<file path="config.mk">
export PLATFORM = sky130hd
export DESIGN_NAME = serial_adder
export DESIGN_NICKNAME = d
export VERILOG_FILES = /design/src/rtl/arith_pkg.sv /design/src/rtl/full_adder.sv /design/src/rtl/serial_adder.sv
export SDC_FILE = /design/constraint.sdc
export NUM_CORES = 1
export LEC_CHECK = 0
export BUFFER_PORTS_ARGS = -buffer_cell sky130_fd_sc_hd__buf_4
export CORE_MARGIN = 4
export CORE_UTILIZATION = 40
export CTS_BUF_LIST = sky130_fd_sc_hd__clkbuf_8
export CTS_CLUSTER_SIZE = 16
export DETAILED_ROUTE_END_ITERATION = 8
export PLACE_DENSITY = 0.71
export SETUP_SLACK_MARGIN = 0.5
export SYNTH_ARGS = -nofsm -noshare
export SYNTH_HDL_FRONTEND = slang
export SYNTH_SLANG_ARGS = --single-unit
</file>
<file path="constraint.sdc">
create_clock -name clk -period 1.8 [get_ports clk]
set_clock_uncertainty 0.05 [all_clocks]
set_input_delay 0.36 -clock clk [delete_from_list [all_inputs] [get_ports clk]]
set_output_delay 0.36 -clock clk [all_outputs]
set_load 0.05 [all_outputs]
</file>
<file path="src/rtl/arith_pkg.sv">
// Shared definitions for the bit-serial arithmetic cells: the FSM state
// encoding, the default operand width and the bit-counter width helper.
package arith_pkg;

    // Operand width used when an instance does not override it.
    localparam int DEFAULT_WIDTH = 8;

    // Control states of the serial datapath.
    typedef enum logic [1:0] {
        IDLE  = 2'd0,
        SHIFT = 2'd1,
        DONE  = 2'd2
    } state_e;

    // Width of a counter that must hold 0 .. width-1.
    // Never narrower than one bit, so WIDTH=1 still gets a real register.
    function automatic int cnt_width(input int width);
        if (width <= 1) begin
            return 1;
        end else begin
            return $clog2(width);
        end
    endfunction

endpackage : arith_pkg

</file>
<file path="src/rtl/full_adder.sv">
// One-bit full adder. It is the addition sibling of the half-subtractor
// cell and carries no state, so it can be reused in any serial datapath.
module full_adder (
    input  logic a,
    input  logic b,
    input  logic cin,
    output logic s,
    output logic cout
);

    // Sum is the three-input parity; carry is the three-input majority.
    always_comb begin
        s    = a ^ b ^ cin;
        cout = (a & b) | (a & cin) | (b & cin);
    end

endmodule : full_adder

</file>
<file path="src/rtl/serial_adder.sv">
// Bit-serial WIDTH-bit adder. The operands are accepted over a valid/ready
// handshake and added LSB-first, one bit per clock, through one full_adder
// and a carry flop. The sum and carry-out are offered on a second valid/ready
// handshake and stay stable until the consumer takes them.
module serial_adder
    import arith_pkg::*;
#(
    parameter int WIDTH = DEFAULT_WIDTH
) (
    input  logic             clk,
    input  logic             rst_n,
    input  logic             in_valid,
    output logic             in_ready,
    input  logic [WIDTH-1:0] a,
    input  logic [WIDTH-1:0] b,
    output logic             out_valid,
    input  logic             out_ready,
    output logic [WIDTH-1:0] sum,
    output logic             carry
);

    localparam int             CW       = cnt_width(WIDTH);
    localparam logic [CW-1:0]  CNT_LAST = CW'(WIDTH - 1);
    localparam logic [CW-1:0]  CNT_ONE  = CW'(1);

    state_e            state_q,     state_d;
    logic [WIDTH-1:0]  opa_sr_q,    opa_sr_d;
    logic [WIDTH-1:0]  opb_sr_q,    opb_sr_d;
    logic [WIDTH-1:0]  sum_sr_q,    sum_sr_d;
    logic              c_q,         c_d;
    logic [CW-1:0]     cnt_q,       cnt_d;
    logic              in_ready_q,  in_ready_d;
    logic              out_valid_q, out_valid_d;

    logic              fa_s;
    logic              fa_cout;
    logic [WIDTH-1:0]  sum_shifted;

    // The single adder cell works on the current LSBs and the running carry.
    full_adder u_full_adder (
        .a    (opa_sr_q[0]),
        .b    (opb_sr_q[0]),
        .cin  (c_q),
        .s    (fa_s),
        .cout (fa_cout)
    );

    // New sum bit enters at the MSB so that after WIDTH steps the first
    // (least significant) bit has travelled down to bit 0. A one-bit sum has
    // nothing to shift, so it simply takes the new bit.
    generate
        if (WIDTH == 1) begin : g_sum_one
            assign sum_shifted = fa_s;
        end else begin : g_sum_wide
            assign sum_shifted = {fa_s, sum_sr_q[WIDTH-1:1]};
        end
    endgenerate

    // Next-state and datapath decode. The ready/valid flags are derived from
    // the next state so that they come straight out of flops.
    always_comb begin
        state_d  = state_q;
        opa_sr_d = opa_sr_q;
        opb_sr_d = opb_sr_q;
        sum_sr_d = sum_sr_q;
        c_d      = c_q;
        cnt_d    = cnt_q;

        case (state_q)
            IDLE: begin
                if (in_valid) begin
                    opa_sr_d = a;
                    opb_sr_d = b;
                    c_d      = 1'b0;
                    cnt_d    = '0;
                    state_d  = SHIFT;
                end
            end

            SHIFT: begin
                opa_sr_d = opa_sr_q >> 1;
                opb_sr_d = opb_sr_q >> 1;
                sum_sr_d = sum_shifted;
                c_d      = fa_cout;
                cnt_d    = cnt_q + CNT_ONE;
                if (cnt_q == CNT_LAST) begin
                    state_d = DONE;
                end
            end

            DONE: begin
                // Result is held untouched until the consumer accepts it.
                if (out_ready) begin
                    state_d = IDLE;
                end
            end

            default: begin
                state_d = IDLE;
            end
        endcase

        in_ready_d  = (state_d == IDLE);
        out_valid_d = (state_d == DONE);
    end

    // All state in one register bank; reset discards any operation in flight.
    always_ff @(posedge clk or negedge rst_n) begin
        if (!rst_n) begin
            state_q     <= IDLE;
            opa_sr_q    <= '0;
            opb_sr_q    <= '0;
            sum_sr_q    <= '0;
            c_q         <= 1'b0;
            cnt_q       <= '0;
            in_ready_q  <= 1'b1;
            out_valid_q <= 1'b0;
        end else begin
            state_q     <= state_d;
            opa_sr_q    <= opa_sr_d;
            opb_sr_q    <= opb_sr_d;
            sum_sr_q    <= sum_sr_d;
            c_q         <= c_d;
            cnt_q       <= cnt_d;
            in_ready_q  <= in_ready_d;
            out_valid_q <= out_valid_d;
        end
    end

    assign in_ready  = in_ready_q;
    assign out_valid = out_valid_q;
    assign sum       = sum_sr_q;
    assign carry     = c_q;

endmodule : serial_adder

</file>
# ---- Yosys cells after proc, flatten, opt, wreduce, memory -nomap -nowiden
# Cells that the tools add are included.
dict set report word_totals {
  ff_bits 32
  out_inout_bits 11
  elab_cells 37
}
dict set report op_classes {
  mux 12
  n_addsub 1
  n_reduce_logical 4
  eq_ne 5
  bitwise_logic 7
}
# operator n
set ops {}
lappend ops {{8-bit case mux with 2 select lines} 2}
lappend ops {{8-bit two-way mux} 2}
lappend ops {{2-bit two-way mux} 3}
lappend ops {{2-bit case mux with 3 select lines} 1}
lappend ops {{3-bit case mux with 2 select lines} 1}
lappend ops {{2-bit equality test, second input constant} 2}
lappend ops {{2-bit logical NOT} 2}
lappend ops {{3-bit by 1-bit adder with 3-bit output, second input constant} 1}
lappend ops {{1-bit AND} 3}
lappend ops {{3-bit equality test, second input constant} 1}
lappend ops {{3-bit two-way mux} 1}
lappend ops {{2-bit by 1-bit equality test with 1-bit output, second input constant} 1}
lappend ops {{2-bit != test, second input constant} 1}
lappend ops {{1-bit OR} 2}
lappend ops {{1-bit case mux with 2 select lines} 1}
lappend ops {{2-bit AND reduction} 1}
lappend ops {{2-bit nonzero test} 1}
lappend ops {{1-bit XOR} 2}
lappend ops {{1-bit two-way mux} 1}

# ---- Longest topological paths before layout
# Gate-level depths: netlist of run 1.
dict set report logic_depth {
  depth_word 4
  depth_mapped 4
  mapped_depth_nobuf 4
}

# ---- Hierarchy
# Synthesis of run 1 repeated with hierarchy kept, for this count alone.
dict set report hier_totals {
  cells_unflattened 121
  hier_area_um2 1432.6
}
# mod n_inst cells_per_inst area_each_um2
set by_module_without_submodules {}
lappend by_module_without_submodules {serial_adder 1 120 1412.6}
lappend by_module_without_submodules {full_adder 1 1 20.0}

# ---- Worst setup path before layout of run 1
# OpenSTA, ideal clock, no wires.
dict set report synth_timing {
  path_kind {reg2reg}
  startpoint {reg c_q, in the netlist carry}
  endpoint {reg sum_sr_q[7], in the netlist sum[7]}
  setup_slack_ps 285
  period_less_slack_ps 1515
  path_stages_with_launch 4
  arrival_ps 1341
  setup_ps 124
  cell_sequence {dfrtp_1 > inv_1 > fa_1 > mux2i_1}
}
dict set report synth_via {
  elab_chain_cells 1
}
# element line
set synth_lines {}
lappend synth_lines {{start: declaration} serial_adder.sv:30} ;# logic c_q, c_d;
lappend synth_lines {{start signal: assignment} serial_adder.sv:114} ;# c_q <= 1'b0;
lappend synth_lines {{start signal: assignment} serial_adder.sv:123} ;# c_q <= c_d;
lappend synth_lines {{1-bit XOR} full_adder.sv:13} ;# s = a ^ b ^ cin;
lappend synth_lines {{end signal: assignment} serial_adder.sv:122} ;# sum_sr_q <= sum_sr_d;
lappend synth_lines {{end: declaration} serial_adder.sv:29} ;# logic [WIDTH-1:0] sum_sr_q, sum_sr_d;
# No other way between the ends.
# A chain may end at the register's enable or synchronous reset.

# ---- Worst setup path after layout of run 1
dict set report layout_timing {
  startpoint {reg state_q[0]}
  endpoint {reg opb_sr_q[6]}
}
dict set report layout_via {
  elab_chain_cells 3
  elab_cells_between_ends 6
  cone_classes {eq/ne: 2; mux: 1; reduce/logical: 3}
}
# element line
set layout_lines {}
lappend layout_lines {{start: declaration} serial_adder.sv:26} ;# state_e state_q, state_d;
lappend layout_lines {{start signal: assignment} serial_adder.sv:119} ;# state_q <= state_d;
lappend layout_lines {{2-bit by 1-bit equality test with 1-bit output / 2-bit logical NOT (equally long branches)} serial_adder.sv:69} ;# case (state_q)
lappend layout_lines {{2-bit nonzero test (no source line) / 2-bit != test (equally long branches)} n/a}
lappend layout_lines {{2-bit AND reduction (no source line)} n/a}
lappend layout_lines {{end signal: assignment} serial_adder.sv:121} ;# opb_sr_q <= opb_sr_d;
lappend layout_lines {{end: declaration} serial_adder.sv:28} ;# logic [WIDTH-1:0] opb_sr_q, opb_sr_d;
# Several ways; a longest one is shown, not always the timed one.

==> impl_metrics.env, run 1 <==
export IMPL_fmax_mhz=728.4
export IMPL_finalCritPeriodShare_pct=76.27
export IMPL_synth_edf_count=0
export IMPL_powerDensity_nw_per_um2=1903
export IMPL_die_w_um=68.88
export IMPL_synth_xor_area_share_pct=0
export IMPL_synthAdderAreaFrac_pct=3.038
export IMPL_num_vias=1097
export IMPL_async_flop_share_pct=100.0
export IMPL_hpwl_um=2209
export IMPL_synth_seq_cells=32
export IMPL_synth_nets=137
export IMPL_syn_area_sq_um=1483
export IMPL_cp_max_fo=7
export IMPL_start_util_pct=42.75
export IMPL_regToRegStartpoint="state_q[0]$_DFF_PN0_"
export IMPL_drt_first_pass_iters=4
export IMPL_syn_area_per_cell_sq_um=13.01
export IMPL_synth_compound_area_share_pct=15.27
export IMPL_syn2layout_area_growth_pct=46.84
export IMPL_cts_max_level=2
export IMPL_worstSetupStartpointType="flip-flop"
export IMPL_cap_violations=0
export IMPL_die_area_sq_um=4744
export IMPL_placed_cell_area_sq_um=1742
export IMPL_ys_seq_area_share_pct=54.09
export IMPL_cpPeakStageDelay_ns=0.49
export IMPL_peakVddDrop_v=0.0007087
export IMPL_dr_first_iter_drc_count=42
export IMPL_min_delay_path_class="in -> reg"
export IMPL_grt_setup_unrepaired="true"
export IMPL_synth_area_leaders="dfrtp_1 52%, mux2_2 5.3%, nor4b_1 4.7%"
export IMPL_die_h_um=68.88
export IMPL_cts_made_buffers=5
export IMPL_crit_chain="buf_6 -> or4b_1 -> o221a_2"
export IMPL_worst_pin_slew_ns=0.4053
export IMPL_synth_top_cell_by_area="dfrtp_1"
export IMPL_gr_total_overflow=0
export IMPL_cp_required_ns=1.93
export IMPL_slew_headroom_pct=72.98
export IMPL_drive_above_1_share_pct=56.69
export IMPL_synthTopCellsByCount="31 x dfrtp_1, 11 x inv_1, 8 x nor4b_1"
export IMPL_hold_violations=0
export IMPL_nFillCells=285
export IMPL_synthMuxAreaShare_pct=6.667
export IMPL_grt_pass1_vias=1094
export IMPL_grt_total_usage_pct=15.54
export IMPL_status="finished clean"
export IMPL_synth_top_area_share_pct=52.32
export IMPL_worst_ep_arrival_time_ns=1.50
export IMPL_p_leak_nw=0.9719
export IMPL_synth_top_family_by_area="compound AO/OA/AOI/OAI gates"
export IMPL_place_ws_ns=0.1700
export IMPL_wirelength_um=3483
export IMPL_grt_first_pass_wirelength_um=5333
export IMPL_synth_ff_type="dfrtp_1"
export IMPL_wl_per_cell_um=17.16
export IMPL_synth_cell_type_count=30
export IMPL_grt_antenna_before_repair=0
export IMPL_nNetsFinal=179
export IMPL_clkTransAtPathRegs_ns=0.07
export IMPL_fin_area_sq_um=2177
export IMPL_vias_per_cell=5.404
export IMPL_synthSimpleGateAreaFrac_pct=13.42
export IMPL_ant_nets=0
export IMPL_drv_slew=0
export IMPL_tns_ns=0
export IMPL_clk_latency_ns=0.29
export IMPL_cts_sinks=32
export IMPL_fin_crit_ns=1.373
export IMPL_portBuffers=30
export IMPL_synthCells=114
export IMPL_synth_most_common_cell="dfrtp_1"
export IMPL_cts_root_buf="clkbuf_8"
export IMPL_fp_coreArea_sq_um=3468
export IMPL_cts_tree="yes"
export IMPL_cpMaxStageDelayCell="or4b_1"
export IMPL_gp_congestion=0.7681
export IMPL_critPathCaptureType="flip-flop"
export IMPL_crit_start="state_q[0]$_DFF_PN0_"
export IMPL_drc=0
export IMPL_worst_slack_ns=0.4272
export IMPL_cts_path_max_buffers=2
export IMPL_hp_start="a[7]"
export IMPL_ios=31
export IMPL_yosysWarnings=0
export IMPL_diodes=0
export IMPL_grt_max_degree=33
export IMPL_critPathKind="reg -> reg"
export IMPL_rows=21
export IMPL_power_mw=4.143
export IMPL_setup_violations=0
[area by class of cell]
class                           count  area, sq um  share of cell area [%]
Clock buffer                        5        68.82                   3.161
Clock inverter                      3        38.79                   1.782
Inverter                           11        41.29                   1.897
Multi-Input combinational cell     61        728.2                   33.45
Sequential cell                    32        805.8                   37.01
Tap cell                           46        57.56                   2.644
Timing Repair Buffer               45        436.7                   20.06
[timing repair]
item	4_1_cts	5_1_grt
cloned	0	2
hold buffers	1	0
endpoints found under the hold margin	31	0
setup buffers	4	2
setup endpoints to repair	31	32
pin swaps	2	6
gates resized for setup	23	25
[through the flow]
| stage | std cells | util [%] | hold slack [ns] |
|---|---|---|---|
| 6_report | 203 | 62.77 | 0.3312 |
| 2_1_floorplan | 114 | - | 0.01441 |
| 3_3_place_gp | 186 | 50.22 | 0.2610 |
| 3_5_place_dp | 186 | 50.22 | 0.2660 |
| 4_1_cts | 199 | 57.50 | 0.3347 |
| 5_1_grt | 203 | 62.77 | 0.3515 |
[per-layer routing]
metal  share of wire, %  track usage (%)
met5                  0                0
met1                 41            19.80
met2                 50            24.76
met4                2.4            3.650
met3                6.3            6.159
[sequential cells by signal (all words and copies together), names as in the netlist]
name       flops
carry          1
cnt_q          3
in_ready       1
opa_sr_q       8
opb_sr_q       8
out_valid      1
state_q        2
sum            8
[critical path: cells and delay by family, from the launching register on]
kind,cells,cell delay (ns)
flip-flops,1,0.46
AND/OR/NAND/NOR,1,0.49
buffers and inverters,1,0.14
AO/OA/AOI/OAI,1,0.13
[path summary, 6_finish.rpt]
kind,endpoint,slack (ns),depth (start not counted)
max,opb_sr_q[6]$_DFFE_PN0P_,0.43,3
min,opa_sr_q[7]$_DFFE_PN0P_,0.33,3
max reg2reg,opb_sr_q[6]$_DFFE_PN0P_,0.43,3
min reg2reg,opa_sr_q[7]$_DFFE_PN0P_,0.46,2
max in group asynchronous,in_ready$_DFF_PN1_,0.88,2
min in group asynchronous,opb_sr_q[3]$_DFFE_PN0P_,0.49,2
[report_power, final]
group | total (mW) | internal [mW] | switching, mW
sequential | 1.29 | 1.07 | 0.220
combinational | 2.17 | 1.03 | 1.14
clock | 0.677 | 0.405 | 0.273
total | 4.14 | 2.51 | 1.63
[kinds of logic (layout without fill, tap and decap cells)]
logic type	count (synthesis)	count (layout)
AOI/OAI and AO/OA	25	25
adders and majority gates	3	3
buffers and inverters	21	64
DFF	32	32
muxes	9	9
and+or+nand+nor	24	24
[layout by cell type (no fill, tap or decap), types with 3 or more instances in the layout]
cell      instances
clkbuf_8          5
or4b_1            5
inv_1            11
nor4b_4           4
buf_6            13
buf_4            26
mux2_2            7
dfrtp_2           3
dfrtp_1          28
a22o_1            4
o221a_2           6
nor4b_2           4
a221oi_2          6
(Power assumes the default switching activity.)
==> inputs of run 2 (changes only) <==
ABC_AREA = 1   (was unset)
PLACE_DENSITY = 0.74   (was 0.71)
clock period = 1.1 ns   (was 1.8 ns; I/O delays follow)
==> run 2 against run 1 <==
  * The run now ends with hold timing, setup timing left
  * Synthesized cell count grew 60%
  * Via count increased by 35%
  * Register-to-register slack worse by 0.60 ns
  * Highest routed layer unchanged
  * Clock power grew 41%
  * Sequential power up 75%
  * Non-clock buffer count increased by 15
  * Wire length is 43% higher
  * Final cell count is 41% higher
  * Final area increased by 22%
  * Maximum frequency increased by 7.6%
  * Core utilization grew 14 points
==> impl_metrics.env, run 2 <==
export IMPL_status="complete, but fails checks"
export IMPL_violations="hold timing, setup timing"
export IMPL_grt_setup_unrepaired="true"
export IMPL_vias_per_cell=5.178
export IMPL_syn_area_per_cell_sq_um=8.043
export IMPL_p_leak_nw=1.380
export IMPL_synth_cell_type_count=15
export IMPL_top_layer_used="met4"
export IMPL_power_mw=8.603
export IMPL_min_delay_path_class="in -> async"
export IMPL_slew_headroom_pct=72.16
export IMPL_crit_buf_inv=4
export IMPL_cts_tree="yes"
export IMPL_m1WireLength_um=1780
export IMPL_peakVddDrop_v=0.001463
export IMPL_grt_first_pass_wirelength_um=6872
export IMPL_yosysWarnings=0
export IMPL_critPathCaptureType="flip-flop"
export IMPL_drive_above_1_share_pct=61.25
export IMPL_p_comb_share_pct=62.7
export IMPL_async_flop_share_pct=100.0
export IMPL_cts_made_buffers=5
export IMPL_grt_antenna_before_repair=0
export IMPL_synth_most_common_cell="nand2_1"
export IMPL_grt_max_degree=33
export IMPL_critPathKind="reg -> reg"
export IMPL_powerDensity_nw_per_um2=3248
export IMPL_cts_path_max_buffers=2
export IMPL_worst_slack_ns=-0.1762
export IMPL_tns_ns=-4.824
export IMPL_synth_nets=205
export IMPL_cts_sinks=32
export IMPL_nNetsFinal=262
export IMPL_syn_area_sq_um=1464
export IMPL_die_area_sq_um=4692
export IMPL_worst_pin_slew_ns=0.4176
export IMPL_cp_required_ns=1.24
export IMPL_cts_root_buf="clkbuf_8"
export IMPL_drv_slew=0
export IMPL_synth_top_cell_by_area="dfrtp_1"
export IMPL_drc=0
export IMPL_cp_max_fo=5
export IMPL_critPathMostFrequentCell="buf_12"
export IMPL_portBuffers=30
export IMPL_hold_violations=31
export IMPL_setup_violations=43
export IMPL_p_switching_mw=3.801
export IMPL_syn2layout_area_growth_pct=80.94
export IMPL_synthTopCellsByCount="89 x nand2_1, 31 x dfrtp_1, 19 x nand3_1"
export IMPL_cp_top_family="buffers and inverters"
export IMPL_wl_per_cell_um=17.37
export IMPL_start_util_pct=42.53
export IMPL_ys_seq_area_share_pct=54.79
export IMPL_diodes=0
export IMPL_ant_nets=0
export IMPL_worst_ep_arrival_time_ns=1.41
export IMPL_rows=21
export IMPL_clk_latency_ns=0.30
export IMPL_ios=31
export IMPL_dr_first_iter_drc_count=153
export IMPL_crit_chain="inv_4 -> buf_12 -> o21ai_4 -> buf_12 -> buf_8 -> nand2_4 -> nand2_1"
export IMPL_gr_total_overflow=0
export IMPL_finalCritPeriodShare_pct=116.0
export IMPL_wirelength_um=4967
export IMPL_synth_area_leaders="dfrtp_1 53%, nand2_1 23%, nand3_1 6.5%"
export IMPL_worstSetupStartpointType="flip-flop"
export IMPL_final_cell_mix="54 x nand2_1, 26 x buf_4, 22 x nand2_2, 21 x dfrtp_1, 17 x buf_6"
export IMPL_synthCells=182
export IMPL_fp_coreArea_sq_um=3442
export IMPL_synth_ff_type="dfrtp_1"
export IMPL_drt_first_pass_iters=4
export IMPL_dr_wl_met3_um=306
export IMPL_cts_max_level=2
export IMPL_fmax_mhz=783.6
export IMPL_synth_top_area_share_pct=52.99
export IMPL_seqPwrFrac_pct=26.2
export IMPL_p_sw_share_pct=44.19
export IMPL_num_vias=1481
export IMPL_gp_congestion=0.7705
export IMPL_clkTransAtPathRegs_ns=0.07
export IMPL_die_h_um=68.50
export IMPL_cpPeakStageDelay_ns=0.42
export IMPL_hpwl_um=2058
export IMPL_grt_pass1_vias=1433
export IMPL_fin_crit_ns=1.276
export IMPL_intPower_mw=4.802
export IMPL_clock_power_share_pct=11.1
export IMPL_seq_area_sq_um=814.5
export IMPL_multi_input_area_sq_um=892.1
export IMPL_dr_wl_met2_um=2706
export IMPL_synth_seq_cells=32
export IMPL_cap_violations=0
export IMPL_whs_ns=-0.1959
export IMPL_cpMaxStageDelayCell="dfrtp_1"
export IMPL_grt_total_usage_pct=20.84
export IMPL_die_w_um=68.50
export IMPL_synth_edf_count=0
export IMPL_final_common_cell="nand2_1"
export IMPL_nFillCells=207
run 2: changes by cell type after synthesis, sizes merged, moves of 7 or more:
cell and change:
o21ai +10, nand3 +19, a221oi -7, mux2 -7, nor4b -8, nand2 +88
run 2: path summary, 6_finish.rpt:
check | endpoint | slack (ns) | from | cells after the start
worst min-delay path | opa_sr_q[3]$_DFFE_PN0P_ | -0.20 | rst_n | 1
worst max register to register | opb_sr_q[1]$_DFFE_PN0P_ | -0.18 | state_q[1]$_DFF_PN0_ | 7
worst max-delay path | opb_sr_q[1]$_DFFE_PN0P_ | -0.18 | state_q[1]$_DFF_PN0_ | 7
max in group asynchronous | in_ready$_DFF_PN1_ | 0.86 | rst_n | 1
min in group clk | opb_sr_q[7]$_DFFE_PN0P_ | 0.11 | b[7] | 3
worst min register to register | opa_sr_q[3]$_DFFE_PN0P_ | 0.45 | opa_sr_q[3]$_DFFE_PN0P_ | 2
run 2: kinds of logic (layout without fill, tap and decap cells):
family          after synthesis  count (layout)  synth area share [%]
compound gates               13              13                 4.700
fa+ha+maj                     3               3                 3.077
buf+inv                      22              80                 7.094
flops                        32              32                 54.79
simple gates                112             112                 30.34
run 2: metrics by stage:
step | cell area [sq um] | setup slack [ns] | std cells | utilization, %
after floorplan | 1593 | -0.1604 | 182 | -
after global placement | 1859 | -0.02072 | 257 | 54.02
after detailed placement | 1859 | -0.05307 | 257 | 54.02
after CTS | 2385 | -0.1458 | 279 | 69.28
after global routing | 2649 | -0.2241 | 286 | 76.95
final | 2649 | -0.1762 | 286 | 76.95
run 2: routing by layer:
| metal | vias to the layer above | GRT usage [%] |
|---|---|---|
| li1 | 684 | - |
| met1 | 724 | 23.34 |
| met2 | 54 | 34.21 |
| met3 | 19 | 5.024 |
| met4 | 0 | 15.38 |
| met5 | - | 0 |
run 2: power groups by stage:
stage               logic (mW)  clock network, mW  registers, mW
global placement          2.94                  0           2.07
CTS                       4.40              0.942           2.13
floorplan                 1.70                  0           2.67
finish                    5.39              0.952           2.26
detailed placement        3.02                  0           2.08
global route              5.76               1.02           2.30
run 2: repair_timing:
item | in CTS | in global routing
gates cloned | 6 | 0
setup buffers | 8 | 7
endpoints found under the hold margin | 31 | 31
pin swaps | 11 | 17
resized for setup | 70 | 52
endpoints found under the setup margin | 43 | 43
run 2: layout make-up:
cell class / instances / share of cell area [%]
inverters: 12 / 2.362
multi-input cells: 128 / 33.68
flip-flops and latches: 32 / 30.75
clock buffers: 6 / 3.118
well taps: 46 / 2.173
repair buffers: 60 / 27.63
clock inverters: 2 / 0.2834
run 2: worst register-to-register path, delay by kind of cell, from the launching register on:
kind / cells / cell delay (ns)
compound gates: 1 / 0.05
buf+inv: 4 / 0.53
flops: 1 / 0.42
simple gates: 2 / 0.12
==> inputs of run 3 (changes only) <==
CORE_UTILIZATION = 50   (was 40)
PLACE_DENSITY = 0.87   (was 0.74)
==> run 3 against run 2 <==
  * The flow still finishes with violations (hold timing, setup timing)
  * Setup slack worse by 0.14 ns
  * Critical path depth decreased by 3
  * Sequential share of layout area is 0.19 points higher
  * Wire length grew 36%
  * Critical path type unchanged
  * Largest cell class unchanged
  * Non-clock buffer count increased by 5
  * Via count is 18% higher
  * Largest power group unchanged
  * Die area down 18%
  * Global-route usage increased by 5.7 points
==> impl_metrics.env, run 3 (same netlist as run 2, synthesis figures left out) <==
export IMPL_dr_wl_met2_um=3242
export IMPL_m1WireLength_um=2434
export IMPL_gr_total_overflow=0
export IMPL_violations="hold timing, setup timing"
export IMPL_top_layer_used="met4"
export IMPL_wirelength_um=6747
export IMPL_nNetsFinal=268
export IMPL_finalCritPeriodShare_pct=129.1
export IMPL_tns_ns=-5.911
export IMPL_wl_per_cell_um=24.36
export IMPL_grt_total_usage_pct=26.52
export IMPL_num_vias=1750
export IMPL_status="complete, but fails checks"
export IMPL_fp_coreArea_sq_um=2781
export IMPL_cpPeakStageDelay_ns=0.47
export IMPL_cts_root_buf="clkbuf_8"
export IMPL_grt_setup_unrepaired="true"
export IMPL_cts_made_buffers=5
export IMPL_grt_antenna_before_repair=0
export IMPL_hold_violations=31
export IMPL_placed_cell_area_sq_um=1858
export IMPL_setup_violations=42
export IMPL_critPathCaptureType="flip-flop"
export IMPL_ios=31
export IMPL_clkTransAtPathRegs_ns=0.08
export IMPL_cts_tree="yes"
export IMPL_cts_max_level=2
export IMPL_cpMaxStageDelayCell="dfrtp_2"
export IMPL_slew_headroom_pct=72.56
export IMPL_min_delay_path_class="in -> async"
export IMPL_rows=19
export IMPL_drive_above_1_share_pct=63.41
export IMPL_p_leak_nw=1.380
export IMPL_dr_first_iter_drc_count=247
export IMPL_fin_area_sq_um=2633
export IMPL_clk_latency_ns=0.29
export IMPL_cts_path_max_buffers=2
export IMPL_critPathKind="reg -> reg"
export IMPL_diodes=0
export IMPL_grt_max_degree=33
export IMPL_die_area_sq_um=3858
export IMPL_ant_nets=0
export IMPL_fmax_mhz=704.4
export IMPL_peakVddDrop_v=0.003923
export IMPL_powerDensity_nw_per_um2=3504
export IMPL_crit_start="state_q[0]$_DFF_PN0_"
export IMPL_cp_required_ns=1.23
export IMPL_grt_pass1_vias=1584
export IMPL_nFillCells=81
export IMPL_grt_first_pass_wirelength_um=8086
export IMPL_portBuffers=30
export IMPL_place_ws_ns=-0.05163
export IMPL_start_util_pct=52.63
export IMPL_cts_sinks=32
export IMPL_gp_congestion=0.7978
export IMPL_critPathMostFrequentCell="nand2_1"
export IMPL_vias_per_cell=6.318
export IMPL_final_common_cell="nand2_1"
export IMPL_drt_first_pass_iters=5
export IMPL_die_h_um=62.11
export IMPL_dr_wl_met3_um=672
export IMPL_syn2layout_area_growth_pct=79.83
export IMPL_postLayoutCoreUtil_pct=94.65
export IMPL_regToRegStartpoint="state_q[0]$_DFF_PN0_"
export IMPL_whs_ns=-0.1955
export IMPL_worst_slack_ns=-0.3196
export IMPL_crit_chain="o21ai_4 -> clkinvlp_4 -> nand2_1 -> nand2_1"
export IMPL_die_w_um=62.11
export IMPL_final_cell_mix="49 x nand2_1, 32 x buf_4, 27 x nand2_2, 21 x buf_6, 21 x dfrtp_1"
export IMPL_fin_crit_ns=1.420
export IMPL_cp_max_fo=7
export IMPL_drc=0
export IMPL_drv_slew=0
export IMPL_hpwl_um=2182
export IMPL_worst_pin_slew_ns=0.4115
export IMPL_worstSetupStartpointType="flip-flop"
export IMPL_worst_ep_arrival_time_ns=1.55
export IMPL_cap_violations=0
==> run 3: final timing paths <==
kind / to / slack, ns / cells after the start
max in group asynchronous: in_ready$_DFF_PN1_ / 0.86 / 1
min: opb_sr_q[7]$_DFFE_PN0P_ / -0.20 / 1
max reg2reg: opb_sr_q[0]$_DFFE_PN0P_ / -0.32 / 4
min in group clk: opb_sr_q[7]$_DFFE_PN0P_ / 0.16 / 3
max: opb_sr_q[0]$_DFFE_PN0P_ / -0.32 / 4
min reg2reg: opa_sr_q[1]$_DFFE_PN0P_ / 0.46 / 2
==> run 3: layout make-up <==
cell class | instances | area [sq um] | area share (%)
Multi-Input combinational cell | 128 | 892.1 | 33.89
Sequential cell | 32 | 814.5 | 30.94
Timing Repair Buffer | 65 | 724.4 | 27.52
Clock buffer | 7 | 96.34 | 3.660
Inverter | 12 | 55.05 | 2.091
Tap cell | 31 | 38.79 | 1.473
Timing Repair inverter | 1 | 7.507 | 0.2852
Clock inverter | 1 | 3.754 | 0.1426
==> run 3: where the power goes <==
group	switching, mW	leakage (nW)	total, mW	internal (mW)
clock	0.465	0.0557	1.03	0.563
sequential	0.504	0.388	2.25	1.74
combinational	3.33	0.936	5.95	2.62
total	4.30	1.38	9.22	4.93
==> run 3: metal layers <==
metal	track usage, %	vias up
li1	-	689
met2	40.54	166
met1	33.96	845
met5	0	-
met3	7.928	50
met4	13.28	0
==> run 3: through the flow <==
step	instances	hold slack, ns	total power, mW
6_report	277	-0.1955	9.225
5_1_grt	277	-0.1806	9.516
4_1_cts	271	-0.1831	7.574
3_5_place_dp	246	0.1249	5.129
3_3_place_gp	246	0.1253	5.003
2_1_floorplan	182	-0.1256	4.369
==> run 3: timing repair <==
| action | 4_1_cts | 5_1_grt |
|---|---|---|
| pin swaps | 7 | 19 |
| endpoints found under the setup margin | 43 | 43 |
| resized for setup | 64 | 55 |
| gates cloned | 5 | 1 |
| hold endpoints to repair | 31 | 31 |
| buffers inserted | 12 | 5 |
==> run 3: critical path: cells and delay by family (launching register included) <==
kind / cells / cell delay [ns]
flops: 1 / 0.47
buf+inv: 1 / 0.29
simple gates: 2 / 0.26
compound gates: 1 / 0.23
